File: config.mk
export PLATFORM = sky130hd
export DESIGN_NAME = parity_frame_rx_flat
export DESIGN_NICKNAME = d
export VERILOG_FILES = /design/src/rtl/parity_frame_rx_if.sv /design/src/rtl/parity_frame_rx.sv /design/src/flat_wrapper.sv
export SDC_FILE = /design/constraint.sdc
export NUM_CORES = 1
export LEC_CHECK = 0
export CAP_MARGIN = 0
export CORE_MARGIN = 2
export CORE_UTILIZATION = 45
export DETAILED_ROUTE_END_ITERATION = 16
export DONT_BUFFER_PORTS = 1
export GPL_ROUTABILITY_DRIVEN = 1
export PLACE_DENSITY_LB_ADDON = 0.05
export SYNTH_ARGS = -nofsm -noshare
export SYNTH_HDL_FRONTEND = slang
export SYNTH_SLANG_ARGS = --single-unit
File: constraint.sdc
create_clock -name clk -period 5.87 [get_ports clk]
set_clock_uncertainty 0.05 [all_clocks]
set_input_delay 0 -clock clk [delete_from_list [all_inputs] [get_ports clk]]
set_output_delay 0 -clock clk [all_outputs]
set_load 0.01 [all_outputs]
File: src/rtl/parity_frame_rx_if.sv
// Bus bundle for parity_frame_rx: serial line and strobe in, received frame and error status out.
interface parity_frame_rx_if #(
  parameter int DATA_W = 8,
  parameter int CNT_W  = 8
);
  logic              bit_en;
  logic              rx;
  logic              err_clr;
  logic [DATA_W-1:0] data_out;
  logic              data_valid;
  logic              parity_err;
  logic              frame_err;
  logic [CNT_W-1:0]  err_count;

  modport master (
    output bit_en, rx, err_clr,
    input  data_out, data_valid, parity_err, frame_err, err_count
  );

  modport slave (
    input  bit_en, rx, err_clr,
    output data_out, data_valid, parity_err, frame_err, err_count
  );
endinterface

File: src/rtl/parity_frame_rx.sv
// Strobe-sampled serial frame receiver: start, LSB-first data, parity, stop.
// Reports each completed frame with a one-cycle valid pulse and keeps a saturating error count.
module parity_frame_rx #(
  parameter int DATA_W     = 8,
  parameter int ODD_PARITY = 0,
  parameter int CNT_W      = 8
) (
  input logic clk,
  input logic rst,
  parity_frame_rx_if.slave bus
);
  localparam int BW = $clog2(DATA_W) + 1;

  typedef enum logic [1:0] {IDLE, DATA, PARITY, STOP} state_t;

  state_t            state;
  logic [BW-1:0]     bit_cnt;
  logic [DATA_W-1:0] shift_reg;
  logic              par_bit;
  logic [DATA_W-1:0] data_q;
  logic              valid_q;
  logic              perr_q;
  logic              ferr_q;
  logic [CNT_W-1:0]  err_cnt_q;

  logic stop_edge;
  logic par_bad;
  logic stop_bad;
  logic cnt_full;

  assign stop_edge = bus.bit_en && (state == STOP);
  assign par_bad   = ((^shift_reg) ^ par_bit) != 1'(ODD_PARITY);
  assign stop_bad  = ~bus.rx;
  assign cnt_full  = &err_cnt_q;

  // Frame sequencing; the valid pulse self-clears on every edge regardless of the strobe.
  always_ff @(posedge clk or posedge rst) begin
    if (rst) begin
      state     <= IDLE;
      bit_cnt   <= '0;
      shift_reg <= '0;
      par_bit   <= 1'b0;
      data_q    <= '0;
      valid_q   <= 1'b0;
      perr_q    <= 1'b0;
      ferr_q    <= 1'b0;
    end else begin
      valid_q <= 1'b0;
      if (bus.bit_en) begin
        unique case (state)
          IDLE: begin
            if (!bus.rx) begin
              state   <= DATA;
              bit_cnt <= '0;
            end
          end
          DATA: begin
            shift_reg <= (shift_reg >> 1) | (DATA_W'(bus.rx) << (DATA_W - 1));
            bit_cnt   <= bit_cnt + 1'b1;
            if (bit_cnt == BW'(DATA_W - 1)) begin
              state <= PARITY;
            end
          end
          PARITY: begin
            par_bit <= bus.rx;
            state   <= STOP;
          end
          STOP: begin
            data_q  <= shift_reg;
            perr_q  <= par_bad;
            ferr_q  <= stop_bad;
            valid_q <= 1'b1;
            state   <= IDLE;
          end
          default: state <= IDLE;
        endcase
      end
    end
  end

  // Saturating error counter; a clear on the same edge as a bad frame wins.
  always_ff @(posedge clk or posedge rst) begin
    if (rst) begin
      err_cnt_q <= '0;
    end else if (bus.err_clr) begin
      err_cnt_q <= '0;
    end else if (stop_edge && (par_bad || stop_bad) && !cnt_full) begin
      err_cnt_q <= err_cnt_q + 1'b1;
    end
  end

  assign bus.data_out   = data_q;
  assign bus.data_valid = valid_q;
  assign bus.parity_err = perr_q;
  assign bus.frame_err  = ferr_q;
  assign bus.err_count  = err_cnt_q;
endmodule
File: src/flat_wrapper.sv
// flat-port wrapper written by rule: the top's interface ports become plain ports
module parity_frame_rx_flat 
#(
  parameter int DATA_W     = 8,
  parameter int ODD_PARITY = 0,
  parameter int CNT_W      = 8
)
  (clk, rst, bus_bit_en, bus_rx, bus_err_clr, bus_data_out, bus_data_valid, bus_parity_err, bus_frame_err, bus_err_count);
  parity_frame_rx_if #(.DATA_W(DATA_W), .CNT_W(CNT_W)) bus_i ();
  input logic clk;
  input logic rst;
  input wire logic [$bits(bus_i.bit_en)-1:0] bus_bit_en;
  input wire logic [$bits(bus_i.rx)-1:0] bus_rx;
  input wire logic [$bits(bus_i.err_clr)-1:0] bus_err_clr;
  output wire logic [$bits(bus_i.data_out)-1:0] bus_data_out;
  output wire logic [$bits(bus_i.data_valid)-1:0] bus_data_valid;
  output wire logic [$bits(bus_i.parity_err)-1:0] bus_parity_err;
  output wire logic [$bits(bus_i.frame_err)-1:0] bus_frame_err;
  output wire logic [$bits(bus_i.err_count)-1:0] bus_err_count;
  assign bus_i.bit_en = bus_bit_en;
  assign bus_i.rx = bus_rx;
  assign bus_i.err_clr = bus_err_clr;
  assign bus_data_out = bus_i.data_out;
  assign bus_data_valid = bus_i.data_valid;
  assign bus_parity_err = bus_i.parity_err;
  assign bus_frame_err = bus_i.frame_err;
  assign bus_err_count = bus_i.err_count;
  parity_frame_rx #(.DATA_W(DATA_W), .ODD_PARITY(ODD_PARITY), .CNT_W(CNT_W)) u_core (.clk(clk), .rst(rst), .bus(bus_i));
endmodule
==> key figures <==
Route
  • Final WL: ~2900 um
  • Vias per cell: 5.38
  • Wire per inst: 14.6 um
  • Initial drt markers: 109
  • DR pass1 iterations: 4
  • Remaining antenna violation count after routing: 0
  • Via count: roughly 1100
  • Residual DRC: 0

GRT
  • Total grt overflow: 0
  • First-pass GRT wire length: 5320 um
  • Largest net degree at the start of global routing: 35
  • GRT Overall Usage: around 17%
  • Vias in the first global route: 1085
  • Initial antenna violation count: 0

Logic synthesis
  • Post-Synth Adder-Cell Area: 5.23%
  • Largest family of logic cells by synthesized area: multiplexers
  • Netlist cell types: 34
  • Ys async rst share: 100%
  • Syn Area/Cell: around 12 um^2
  • Post-synthesis register bit count: 34
  • Main synth FF type: dfrtp_1
  • Post-synth EDFFs: 0
  • Compound-Gate Fraction of Synth Area: just under 8%
  • Post-synthesis mux area share: between 10% and 20%
  • Syn nets: 156
  • Sequential-to-total area share from yosys stat: 50.8%
  • Post-synthesis simple-gate area fraction: between 10 and 15%
  • Synthesized cell area: roughly 0.0017 mm^2
  • Synth Area in XOR/XNOR: 4.86%
  • Ys Warns: 0
  • Mapped Cells: 144

Worst hold path
  • Hold crit path type: primary input to flip-flop

Layout
  • Design Area, Final: about 0.0019 mm^2
  • Share of cells above drive strength 1: 18.3%
  • Area Overhead vs Synth: 12.0%
  • Post-layout nets: approximately 170
  • Diode count: 0
  • Most frequent cells in the layout: dfrtp_1, mux2_2, nand2_1, o21ai_0, ha_1
  • Commonest non-fill, non-tap cell in the layout: dfrtp_1

Clocking
  • Clk_lat worst skew: between 0.2 and 0.3 ns
  • CTS H-Tree Depth: 2
  • Post-CTS Setup Repair Bufs: 0
  • CTS max path bufs: 2
  • CTS tree: built
  • Reg clk slew, reported paths: 0.07 ns
  • Clk sink count: 34
  • Number of CTS-inserted buffers: 5
  • Root Buffer: clkbuf_8

Timing
  • Max-slew headroom: between 40% and 50%
  • Worst slew pin tran: between 0.7 and 0.8 ns
  • # setup viols final: 0
  • Slew Viols, Final: 0
  • Setup_tns: 0 ns
  • RSZ-0062 raised after global routing: no
  • Fin. Hold Viols: 0
  • WHS: between 0.09 and 0.1 ns
  • Min Tclk post-route: ~2.4 ns
  • Part of the cycle the worst path needs: just over 40%
  • FMAX: approximately 420 MHz

Place
  • Port buffer count: 0
  • HPWL after DPL: slightly above 2000 um
  • RePlAce Congestion: 0.809
  • Dpl cell area: roughly 0.0017 mm^2

Worst setup path
  • Highest cell delay on the worst timing path: between 0.6 and 0.7 ns
  • Buffers & Inverters on Critical Path: 0
  • CP Class: flip-flop to flip-flop
  • Worst Setup End Kind: flip-flop
  • Req. time, crit path: between 5 and 6 ns
  • Critical-path cell list: xor2_1, xnor3_2, mux2i_1, nor3_1, mux2_1
  • Slowest CP cell: mux2i_1
  • WP data arrival: 2.48 ns
  • CP Max Fanout: 11
  • Setup crit start kind: flip-flop
  • Crit-path leading delay family: multiplexers

Floorplanning
  • Die area: about 0.0042 mm^2
  • Core area: ~0.0036 mm^2
  • Initial cell density of the core: between 40% and 50%
  • Die Wd: ~65 um
  • Die Y: around 65 um
  • IO Pins: 24
  • Row cnt: 22

Pwr
  • Static leakage: 0.000851 uW
  • PwrDens: slightly above 500 mW/mm^2
  • Final total power: 952 uW
  • VDD IR max: 0.361 mV

Run status
  • Outcome: complete, no violations

Run
  • Max capacitance violation total: 0
-- power breakdown --
| part | internal (uW) | total [uW] | switching, uW |
|---|---|---|---|
| registers | 314 | 396 | 82.4 |
| logic | 179 | 342 | 163 |
| clock network | 136 | 214 | 77.8 |
-- cell usage after synthesis (all sizes together), types with 3 or more instances --
cell type	instances	area share, %
nor2b	3	1.1
nor3	4	1.5
inv	6	1.3
nor2	5	1.1
mux2i	3	1.8
nand3	4	1.2
ha	7	5.2
a21oi	6	1.8
o31ai	3	1.3
nand2b	3	1.1
o21ai	8	2.4
nand2	14	3.1
dfrtp	34	51
mux2	20	13
xnor2	3	1.6
-- final cells by class --
cell class | instances | area (um^2)
well taps | 48 | 60.1
clock buffers | 6 | 82.6
multi-input cells | 101 | 782
fillers | 326 | 1730
repair buffers | 5 | 47.5
inverters | 6 | 22.5
flip-flops and latches | 34 | 851
clock inverters | 1 | 30.0
-- routing by layer --
metal	global-route usage, %	share of wire, %	up-vias
met3	6.94	6.5	2
met1	21.3	46	514
li1	-	-	529
met5	0	0	-
met4	4.79	0.75	0
met2	25.9	47	37
-- metrics by stage --
stage               std cells  util [%]  worst slack [ns]
floorplan                 144         -              3.86
global placement          190      47.8              3.57
detailed placement        190      47.8              3.50
CTS                       201      52.0              3.50
global route              201      52.0              3.34
finish                    201      52.0              3.50
-- kinds of logic (layout without fill, tap and decap cells) --
group	Yosys count	after routing
adder cells (fa/ha/maj)	7	7
multiplexers	23	23
buffers and inverters	9	18
flip-flops	34	34
XOR/XNOR	6	6
AND/OR/NAND/NOR	44	44
AO/OA/AOI/OAI	21	21
-- worst paths after layout --
check | start | to | slack, ns | cells after the start
min | bus_bit_en | u_core.bit_cnt[3]$_DFFE_PP0P_ | 0.09 | 3
max in group asynchronous | rst | u_core.bit_cnt[3]$_DFFE_PP0P_ | 5.25 | 3
max reg2reg | u_core.shift_reg[7]$_DFFE_PP0P_ | u_core.bus.err_count[4]$_DFFE_PP0P_ | 3.50 | 5
min reg2reg | u_core.bit_cnt[0]$_DFFE_PP0P_ | u_core.bit_cnt[0]$_DFFE_PP0P_ | 0.46 | 1
min in group asynchronous | rst | u_core.bus.err_count[4]$_DFFE_PP0P_ | 0.21 | 3
max | u_core.shift_reg[7]$_DFFE_PP0P_ | u_core.bus.err_count[4]$_DFFE_PP0P_ | 3.50 | 5
-- tightest hold or removal path, cell delays in order --
cell and delay [ns]:
nor4b_1 0.12, a21oi_1 0.11, o221ai_1 0.13
-- what timing repair did --
item / in CTS / in global routing
hold buffers: 4 / 0
hold endpoints to repair: 48 / 0
gates resized for setup: 0 / 0
Power figures use the tool's default switching activity.
